File: src/rtl/branch_predictor_gshare_pkg.sv
// Shared definitions for the gshare/bimodal branch direction predictor.
// Holds the default parameter values, the weakly-taken counter reset value,
// and the saturating counter helpers used by the pattern history table and
// the statistics counters.
package bp_pkg;

  // Default configuration.
  localparam int unsigned DEF_PC_W   = 32;
  localparam int unsigned DEF_IDX_W  = 6;
  localparam int unsigned DEF_HIST_W = 6;
  localparam int unsigned DEF_CNT_W  = 2;

  // Counters are at most 4 bits wide. The helpers work on this width and
  // callers truncate the result to their own CNT_W.
  localparam int unsigned CNT_MAX_W = 4;

  // Weakly-taken reset value for the default counter width: 2^(CNT_W-1).
  localparam logic [CNT_MAX_W-1:0] CNT_RST_DEF = CNT_MAX_W'(1 << (DEF_CNT_W - 1));

  // Weakly-taken reset value for an arbitrary counter width.
  function automatic logic [CNT_MAX_W-1:0] cnt_rst(input int unsigned cnt_w);
    return CNT_MAX_W'(1 << (cnt_w - 1));
  endfunction

  // One saturating step of a cnt_w-bit counter: up when inc=1 (stops at
  // 2^cnt_w-1), down when inc=0 (stops at 0).
  function automatic logic [CNT_MAX_W-1:0] sat_step(input logic [CNT_MAX_W-1:0] cnt,
                                                    input logic                 inc,
                                                    input int unsigned          cnt_w);
    logic [CNT_MAX_W-1:0] max_v;
    max_v = CNT_MAX_W'((1 << cnt_w) - 1);
    if (inc) begin
      return (cnt < max_v) ? cnt + CNT_MAX_W'(1) : cnt;
    end
    return (cnt != '0) ? cnt - CNT_MAX_W'(1) : cnt;
  endfunction

  // 32-bit event counter increment that sticks at all-ones instead of wrapping.
  function automatic logic [31:0] stat_inc(input logic [31:0] v);
    return (v == 32'hFFFF_FFFF) ? v : v + 32'd1;
  endfunction

endpackage

File: src/rtl/branch_predictor_gshare_pht.sv
// Pattern history table: 2^IDX_W saturating counters of CNT_W bits.
// One combinational read port (the counter MSB is the prediction) and one
// synchronous saturating update port. A read and a write to the same entry
// in the same cycle return the old value; there is no write-to-read bypass.
module bp_pht
  import bp_pkg::*;
#(
  parameter int unsigned IDX_W = DEF_IDX_W,
  parameter int unsigned CNT_W = DEF_CNT_W
) (
  input  logic             clk,
  input  logic             reset,
  input  logic [IDX_W-1:0] rd_idx_i,
  output logic             rd_taken_o,
  input  logic             wr_valid_i,
  input  logic [IDX_W-1:0] wr_idx_i,
  input  logic             wr_taken_i
);

  localparam int unsigned      DEPTH   = 1 << IDX_W;
  localparam logic [CNT_W-1:0] CNT_RST = CNT_W'(cnt_rst(CNT_W));

  logic [CNT_W-1:0] cnt_q [DEPTH];
  logic [CNT_W-1:0] wr_cnt_d;

  // Prediction is the MSB of the addressed counter.
  assign rd_taken_o = cnt_q[rd_idx_i][CNT_W-1];

  // Saturated next value for the entry being trained.
  always_comb begin
    wr_cnt_d = CNT_W'(sat_step(CNT_MAX_W'(cnt_q[wr_idx_i]), wr_taken_i, CNT_W));
  end

  // Counter array: reset to weakly taken, otherwise train one entry per cycle.
  always_ff @(posedge clk) begin
    if (reset) begin
      for (int i = 0; i < DEPTH; i++) begin
        cnt_q[i] <= CNT_RST;
      end
    end else if (wr_valid_i) begin
      cnt_q[wr_idx_i] <= wr_cnt_d;
    end
  end

endmodule

File: src/rtl/branch_predictor_gshare.sv
// Branch direction predictor beside the IF stage.
// Predicts combinationally from the fetch PC and is trained when a branch
// resolves in EX. Keeps saturating resolved-branch and mispredict counters.
//
// Build option: define BP_GSHARE_EN to XOR the low HIST_W bits of the table
// index with a non-speculative global history register (gshare). Without
// it the predictor is bimodal: the index is the word-aligned PC bits only
// and no history register exists (HIST_W is then unused).
//
// Update interface: upd_valid is a plain valid with no back-pressure. Every
// cycle with upd_valid=1 is exactly one resolved branch and is always
// consumed at the next clock edge; upd_idx/upd_taken/upd_pred are ignored
// when upd_valid=0. Reset overrides an update in the same cycle.
module branch_predictor_gshare
  import bp_pkg::*;
#(
  parameter int unsigned PC_W   = DEF_PC_W,
  parameter int unsigned IDX_W  = DEF_IDX_W,
  parameter int unsigned HIST_W = DEF_HIST_W,
  parameter int unsigned CNT_W  = DEF_CNT_W
) (
  input  logic             clk,
  input  logic             reset,
  input  logic [PC_W-1:0]  pred_pc,
  output logic             pred_taken,
  output logic [IDX_W-1:0] pred_idx,
  input  logic             upd_valid,
  input  logic [IDX_W-1:0] upd_idx,
  input  logic             upd_taken,
  input  logic             upd_pred,
  output logic [31:0]      stat_branches,
  output logic [31:0]      stat_mispred
);

  logic [IDX_W-1:0] base_idx;
  logic [31:0]      stat_branches_q, stat_branches_d;
  logic [31:0]      stat_mispred_q,  stat_mispred_d;
  logic             unused_pc_bits;

  // Instructions are word aligned, so PC[1:0] carry no information.
  assign base_idx       = pred_pc[IDX_W+1:2];
  assign unused_pc_bits = ^{pred_pc[PC_W-1:IDX_W+2], pred_pc[1:0]};

`ifdef BP_GSHARE_EN
  logic [HIST_W-1:0] ghr_q, ghr_d;
  logic [IDX_W-1:0]  ghr_ext;

  // History zero-extended to the index width so only the low HIST_W bits hash.
  always_comb begin
    ghr_ext               = '0;
    ghr_ext[HIST_W-1:0]   = ghr_q;
  end

  assign pred_idx = base_idx ^ ghr_ext;

  // Shift the resolved outcome into the history; it never moves speculatively.
  if (HIST_W == 1) begin : g_hist_one
    always_comb begin
      ghr_d = ghr_q;
      if (upd_valid) begin
        ghr_d[0] = upd_taken;
      end
    end
  end else begin : g_hist_multi
    always_comb begin
      ghr_d = ghr_q;
      if (upd_valid) begin
        ghr_d = {ghr_q[HIST_W-2:0], upd_taken};
      end
    end
  end

  // Global history register.
  always_ff @(posedge clk) begin
    if (reset) begin
      ghr_q <= '0;
    end else begin
      ghr_q <= ghr_d;
    end
  end
`else
  localparam int unsigned UNUSED_HIST_W = HIST_W;

  assign pred_idx = base_idx;
`endif

  bp_pht #(
    .IDX_W (IDX_W),
    .CNT_W (CNT_W)
  ) u_pht (
    .clk        (clk),
    .reset      (reset),
    .rd_idx_i   (pred_idx),
    .rd_taken_o (pred_taken),
    .wr_valid_i (upd_valid),
    .wr_idx_i   (upd_idx),
    .wr_taken_i (upd_taken)
  );

  // Next values of the performance counters; both stick at all-ones.
  always_comb begin
    stat_branches_d = stat_branches_q;
    stat_mispred_d  = stat_mispred_q;
    if (upd_valid) begin
      stat_branches_d = stat_inc(stat_branches_q);
      if (upd_pred != upd_taken) begin
        stat_mispred_d = stat_inc(stat_mispred_q);
      end
    end
  end

  // Performance counter registers.
  always_ff @(posedge clk) begin
    if (reset) begin
      stat_branches_q <= '0;
      stat_mispred_q  <= '0;
    end else begin
      stat_branches_q <= stat_branches_d;
      stat_mispred_q  <= stat_mispred_d;
    end
  end

  assign stat_branches = stat_branches_q;
  assign stat_mispred  = stat_mispred_q;

endmodule

File: config.mk
export PLATFORM = sky130hd
export DESIGN_NAME = branch_predictor_gshare
export DESIGN_NICKNAME = d
export VERILOG_FILES = /design/src/rtl/branch_predictor_gshare_pkg.sv /design/src/rtl/branch_predictor_gshare_pht.sv /design/src/rtl/branch_predictor_gshare.sv
export SDC_FILE = /design/constraint.sdc
export NUM_CORES = 1
export LEC_CHECK = 0
export BUFFER_PORTS_ARGS = -buffer_cell sky130_fd_sc_hd__buf_4
export CORE_ASPECT_RATIO = 1.5
export CORE_UTILIZATION = 45
export CTS_CLUSTER_SIZE = 10
export DETAILED_ROUTE_END_ITERATION = 10
export GPL_TIMING_DRIVEN = 0
export HOLD_SLACK_MARGIN = 0.02
export PLACE_DENSITY = 0.66
export SETUP_SLACK_MARGIN = 0.1
export SYNTH_ARGS = -nofsm -noshare
export SYNTH_HDL_FRONTEND = slang
export SYNTH_HIERARCHICAL = 1
export SYNTH_SLANG_ARGS = --single-unit
File: constraint.sdc
create_clock -name clk -period 2.4 [get_ports clk]
set_input_delay 0 -clock clk [delete_from_list [all_inputs] [get_ports clk]]
set_output_delay 0 -clock clk [all_outputs]
set_load 0.05 [all_outputs]
==> out/results.ini, run 1 <==
[synth]
ys_ff_latch = 192
synth_area_leaders = edfxtp_1, dfxtp_1, mux4_2, nand3_1, nor3_2
synth.top_cell.area_share = 0.359
async_reset_ff_frac = 0
synth_edf_count = 128
netlist_area_mm2 = 0.0107
yosys_warnings = 6
synth_top_family_by_area = simple AND/OR/NAND/NOR gates
synth_seq_area_share = 0.479
synth-main-ff-cell = edfxtp_1
ys_types = 76
synth_top_area_cell = edfxtp_1
synth_xor_area_frac = 0.0188
yosys.area_share.simple = 0.239
synth_compound_area_frac = 0.122
syn_nets = 1073
synth_adder_area_share = 0.00433
synthCells = 1028
syn_avg_cell_area_um2 = 10.4
synthMuxAreaShare = 0.0884

[floorplanning]
fp.dieH_um = 191
core_mm2 = 0.0231
rows = 68
ioPinCount = 114
die-area_mm2 = 0.0244
start_util = 0.462
die_width_um = 128

[cells_and_area]
drive_above_1_share = 0.309
layout_common_cells = edfxtp_1, buf_4, nor2_1
final_common_cell = edfxtp_1
antenna_cells = 0
syn_to_final_growth_pct = 22.8
nets = 1191
utilization = 0.567
fillerInstances = 2061

[timing]
hold_viol_final = 0
grt_setup_unrepaired = true
worst_slack_ns = -0.635
holdWs_ns = 0.0317
min_period_ns = 3.04
fmax_mhz = 329
maxSlewViolCount = 0
fin_worst_skew_ns = 0.00893
setup-violations-final = 129
worstMarginPinSlew_ns = 1.41
slew_headroom = 0.0586
finalCritPeriodShare = 1.26

[detailed_routing]
firstDrtPassIters = 7
wl_met3_mm = 2.73
vias = 9451
drc_errors = 0
top_layer_used = met4
antenna_left = 0
drtIter0Drc = 832
drt-total-wl_mm = 37.0
viasPerCell = 6.41
wl_met2_mm = 18.8
drt-met1-wl_mm = 12.7
post_drt_wl_per_cell_um = 25.1

[placed_design]
portBuffers = 83
dp_worst_setup_slack_ns = -0.937
gp_congestion = 1.06
dp_hpwl_mm = 25.8

[global_route]
grt_max_degree = 19
grt_pass1_vias = 9146
antenna_found_initial = 0
grt.overflow.total = 0
grt_pass1_wl_mm = 54.6
grt_util_all_layers = 0.309

[worst_setup_path]
critPathTopFamily = buffers and inverters
cp_num_buf_inv = 4
arrival_ns = 3.18
cp-start-kind = register
cp_slowest_stage_delay_ns = 0.47
crit_type = register to register
crit_fanout = 5
crit_chain = mux4_2 > nor3b_4 > a31oi_4 > o2111ai_2 > buf_4 > nor4_4 > maj3_2 > buf_6 > buf_8 > clkbuf_16 > nand3_2
required_ns = 2.55
end_kind = register
slowest_stage = mux4_2

[clock_tree]
cts_buffer_depth = 2
clockRootBuffer = clkbuf_16
cts_tree = done
clk_pin_slew_ns = 0.07
clk_latency_ns = 0.45
cts_buffers = 17
clkSinkCount = 192
htreeDepth = 4

[pwr]
p_per_area_mw_per_mm2 = 584
ir_drop_mv = 0.489
leakagePower_uw = 0.00410

[job]
cap_violations = 0

[run_status]
violations = negative setup slack
status = finished, violations left

[hold_path]
hold_class = primary input to register

-- state kept, by name, indices dropped and copies added (netlist names) --
name and cells:
stat_branches 32, stat_mispred 32, u_pht/cnt_q 128
-- worst register-to-register path, stage by stage, from the launching register on --
cell and delay, ns:
edfxtp_1 0.39, mux4_2 0.47, nor3b_4 0.17, a31oi_4 0.25
o2111ai_2 0.18, buf_4 0.19, nor4_4 0.26, maj3_2 0.32
buf_6 0.13, buf_8 0.12, clkbuf_16 0.17, nand3_2 0.07
-- stage by stage --
step,power (uW),instances,TNS [ns],cell area (um2)
CTS,7520,1466,-62.24,12600
global placement,4570,1426,-127.52,11700
finish,7670,1474,-68.41,13100
floorplan,4260,1028,-7.26,10700
global route,7850,1474,-76.00,13100
detailed placement,4590,1426,-133.61,11700
-- kinds of logic after synthesis --
logic type | Yosys count
buffers and inverters | 111
muxes | 63
adders and majority gates | 4
DFF | 192
AOI/OAI and AO/OA | 201
xor gates and xnor gates | 23
and+or+nand+nor | 434
-- final timing paths --
path                                          from            endpoint  slack [ns]  depth (start not counted)
worst min register to register   stat_branches[31]   stat_branches[31]        0.52                          2
worst min-delay path                    upd_idx[5]  u_pht/cnt_q[14][0]        0.03                          4
worst max-delay path            u_pht/cnt_q[14][0]  u_pht/cnt_q[63][1]       -0.64                         11
worst max register to register  u_pht/cnt_q[14][0]  u_pht/cnt_q[63][1]       -0.64                         11
-- synthesized netlist by cell type (all sizes together) (4+ instances only) --
| cell type | number |
|---|---|
| mux2i | 30 |
| clkbuf | 53 |
| and4 | 9 |
| a31oi | 4 |
| a21oi | 43 |
| o21ai | 67 |
| nor3 | 47 |
| buf | 46 |
| or4 | 14 |
| or3 | 23 |
| nand4 | 25 |
| and3 | 10 |
| a221oi | 10 |
| mux4 | 24 |
| xor2 | 11 |
| or3b | 4 |
| nand2 | 72 |
| o22ai | 5 |
| mux2 | 9 |
| and2 | 11 |
| a211oi | 7 |
| nor4 | 19 |
| nor2b | 12 |
| o22a | 4 |
| nand2b | 5 |
| nand3b | 7 |
| xnor2 | 12 |
| a22oi | 15 |
| o31ai | 24 |
| inv | 12 |
| edfxtp | 128 |
| or2 | 5 |
| nor2 | 74 |
| dfxtp | 64 |
| nand3 | 90 |
-- where the power goes --
group          switching [uW]  total, uW  internal (uW)  leakage (uW)
logic                     799       1290            487       0.00218
registers                33.7       3610           3570       0.00167
clock network            1330       2780           1450      0.000257
-- metal layers --
metal	vias to the layer above	GRT usage
met5	-	0
met4	0	0.205
met3	169	0.0544
met2	560	0.548
met1	4566	0.333
li1	4156	-
-- final cells by class --
type | count | area (um2) | area share
buffer | 99 | 627 | 0.0477
clock buffer | 18 | 429 | 0.0327
clock inverter | 14 | 133 | 0.0101
inverter | 12 | 45.0 | 0.00343
multi-input combinational | 725 | 5460 | 0.416
sequential | 192 | 5140 | 0.391
tap | 315 | 394 | 0.0300
timing repair buffer | 99 | 903 | 0.0688
-- repair_timing --
action                                 in CTS  in global routing
pin swaps                                   1                 11
endpoints found under the hold margin       0                  7
setup endpoints to repair                 166                194
hold buffers                                0                  1
gates cloned                                5                  3
setup buffers                               3                  5
resized for setup                          45                107
(Power assumes the default switching activity.)
==> run 2, diff against run 1 <==
- BUFFER_PORTS_ARGS: -buffer_cell sky130_fd_sc_hd__buf_4 -> -buffer_cell sky130_fd_sc_hd__buf_2
- CORE_UTILIZATION: 45 -> 35
- PLACE_DENSITY: 0.66 -> not set
- SYNTH_HIERARCHICAL: 1 -> not set
==> out/results.ini, run 2 <==
[hold_path]
hold_depth = 7
worstHoldStart = upd_pred
hold_path_end = stat_mispred[4]
hold_class = primary input to register

[synth]
yosys.area_share.simple = 0.230
synthMuxAreaShare = 0.107
ys_ff_latch = 192
synth_seq_area_share = 0.502
syn_nets = 1023
synth-main-ff-cell = edfxtp_1
yosys_warnings = 0
synth.top_cell.area_share = 0.377
ys_types = 59
synth_adder_area_share = 0.00466
synth_compound_area_frac = 0.0623
synth_edf_count = 128
netlist_area_mm2 = 0.0102
syn_avg_cell_area_um2 = 10.4
synth_area_leaders = edfxtp_1, dfxtp_1, mux4_2, nor2_1, nand2_1
yosys-top-cells-count = edfxtp_1, nor2_1, nand2_1
synth_top_family_by_area = simple AND/OR/NAND/NOR gates
synthCells = 978
synth_xor_area_frac = 0.0481
synth_top_area_cell = edfxtp_1
synth.most_common_cell = edfxtp_1
async_reset_ff_frac = 0

[cells_and_area]
syn_to_final_growth_pct = 28.9
antenna_cells = 0
final_common_cell = edfxtp_1
drive_above_1_share = 0.345
layout_common_cells = edfxtp_1, nand2_1, nor2_1
fillerInstances = 2784
utilization = 0.458
nets = 1164
postLayoutCellArea_mm2 = 0.0132
largest_register_ffs = 128
regMostFlops = u_pht.cnt_q

[worst_setup_path]
required_ns = 2.67
crit_type = register to register
r2r_cells = 8
critPathTopFamily = multiplexers
end_kind = register
cp_num_buf_inv = 1
crit_chain = mux4_2 > mux2_4 > nand2_2 > o2111a_2 > nand4b_1 > maj3_4 > buf_12 > nor4_4
crit_fanout = 8
arrival_ns = 3.03
cp_slowest_stage_delay_ns = 0.52
slowest_stage = maj3_4
r2r-start = u_pht.cnt_q[22][0]
r2r_slack_ns = -0.36
cp-start-kind = register
rr_endpoint = u_pht.cnt_q[49][0]

[placed_design]
portBuffers = 83
dp_worst_setup_slack_ns = -1.08
dp_hpwl_mm = 26.7
dpl_cell_area_mm2 = 0.0112
gp_congestion = 1.05

[clock_tree]
cts_buffer_depth = 2
cts_buffers = 17
htreeDepth = 4
clk_pin_slew_ns = 0.07
clockRootBuffer = clkbuf_16
cts_tree = done
clkSinkCount = 192
clk_latency_ns = 0.45

[detailed_routing]
drt-total-wl_mm = 37.7
viasPerCell = 5.80
drc_errors = 0
post_drt_wl_per_cell_um = 24.8
antenna_left = 0
firstDrtPassIters = 5
vias = 8827
drtIter0Drc = 748

[timing]
maxSlewViolCount = 0
min_period_ns = 2.76
worst_slack_ns = -0.356
grt_setup_unrepaired = true
finalCritPeriodShare = 1.15
holdWs_ns = 0.0984
fin_worst_skew_ns = 0.0153
slew_headroom = 0.0334
fmax_mhz = 363
worstMarginPinSlew_ns = 1.44
hold_viol_final = 0
setup-violations-final = 129

[pwr]
pwr-share-comb = 0.183
p_int_uw = 5530
p_per_area_mw_per_mm2 = 595
leakagePower_uw = 0.00442
clock_power_share = 0.358
ir_drop_mv = 0.435
netSwitchingPower_uw = 2290
swShare = 0.293
power.share.sequential = 0.459

[global_route]
grt_util_all_layers = 0.253
antenna_found_initial = 0
grt_max_degree = 18
grt_pass1_vias = 8643
grt_pass1_wl_mm = 54.3
grt.overflow.total = 0

[floorplanning]
fp.dieH_um = 211
ioPinCount = 114
start_util = 0.355
die_width_um = 141
rows = 76
core_mm2 = 0.0287
die-area_mm2 = 0.0299

[job]
cap_violations = 0

[run_status]
status = finished, violations left
violations = negative setup slack

-- run 2: cell count changes after synthesis, sizes merged, moves of 14 or more --
| cell | before | now |
|---|---|---|
| o21ai | 67 | 49 |
| a21oi | 43 | 14 |
| xor2 | 11 | 40 |
| or4 | 14 | 0 |
| nor2 | 74 | 110 |
| nand3 | 90 | 69 |
| o31ai | 24 | 4 |
| or3 | 23 | 6 |
| nand2 | 72 | 105 |
| nand4 | 25 | 39 |
-- run 2: tightest hold or removal path: stages --
cell     delay, ns
buf_2         0.09
xor2_1        0.06
nand2_1       0.09
nor2_1        0.06
nand3_1       0.09
xor2_1        0.06
nor2_1        0.07
-- run 2: how the worst max path moves through the flow --
stage | start | end | slack [ns] | depth (start not counted)
2_1_floorplan | stat_mispred[3] | stat_mispred[16] | 0.11 | 8
3_3_place_gp | upd_idx[2] | u_pht.cnt_q[48][1] | -1.20 | 8
3_5_place_dp | upd_idx[2] | u_pht.cnt_q[48][1] | -1.08 | 11
4_1_cts | u_pht.cnt_q[22][0] | u_pht.cnt_q[11][1] | -0.30 | 9
5_1_grt | u_pht.cnt_q[22][0] | u_pht.cnt_q[20][1] | -0.37 | 9
6_report | u_pht.cnt_q[22][0] | u_pht.cnt_q[49][0] | -0.36 | 8
-- run 2: cell families (layout without fill, tap and decap cells) --
family	count (synthesis)	after routing
compound gates	104	104
flops	192	192
buf+inv	98	252
mux	64	64
xor+xnor	56	56
fa+ha+maj	4	4
simple gates	460	460
-- run 2: final cells by class --
class	count	area [um2]	area share
clock buffer	20	468	0.0356
clock inverter	12	91.3	0.00694
timing repair buffer	122	905	0.0688
sequential	192	5140	0.391
tap	390	488	0.0371
buffer	89	621	0.0472
inverter	9	37.5	0.00285
multi-input combinational	688	5400	0.411
-- run 2: metrics by stage --
stage	instances	setup TNS (ns)	total power [uW]
2_1_floorplan	978	0	4210
3_3_place_gp	1451	-154.31	4560
3_5_place_dp	1451	-146.20	4570
4_1_cts	1495	-29.62	7540
5_1_grt	1522	-40.68	8010
6_report	1522	-37.54	7820
-- run 2: power by group through the flow --
stage          Combinational (uW)  Sequential, uW  Clock, uW
2_1_floorplan                 538            3670          0
6_report                     1430            3590       2800
3_5_place_dp                  900            3660          0
4_1_cts                      1110            3590       2840
5_1_grt                      1470            3590       2940
3_3_place_gp                  901            3660          0
-- run 2: routing by layer --
layer	vias up	track usage	part of all wire
li1	3901	-	-
met1	4328	0.266	0.34
met2	461	0.455	0.52
met3	137	0.0462	0.066
met4	0	0.177	0.075
met5	-	0	0
-- run 2: repair_timing --
action / in CTS / in global routing
pin swaps: 4 / 36
endpoints found under the setup margin: 229 / 222
gates resized for setup: 98 / 146
setup buffers: 10 / 22
hold buffers: 0 / 0
gates cloned: 2 / 5
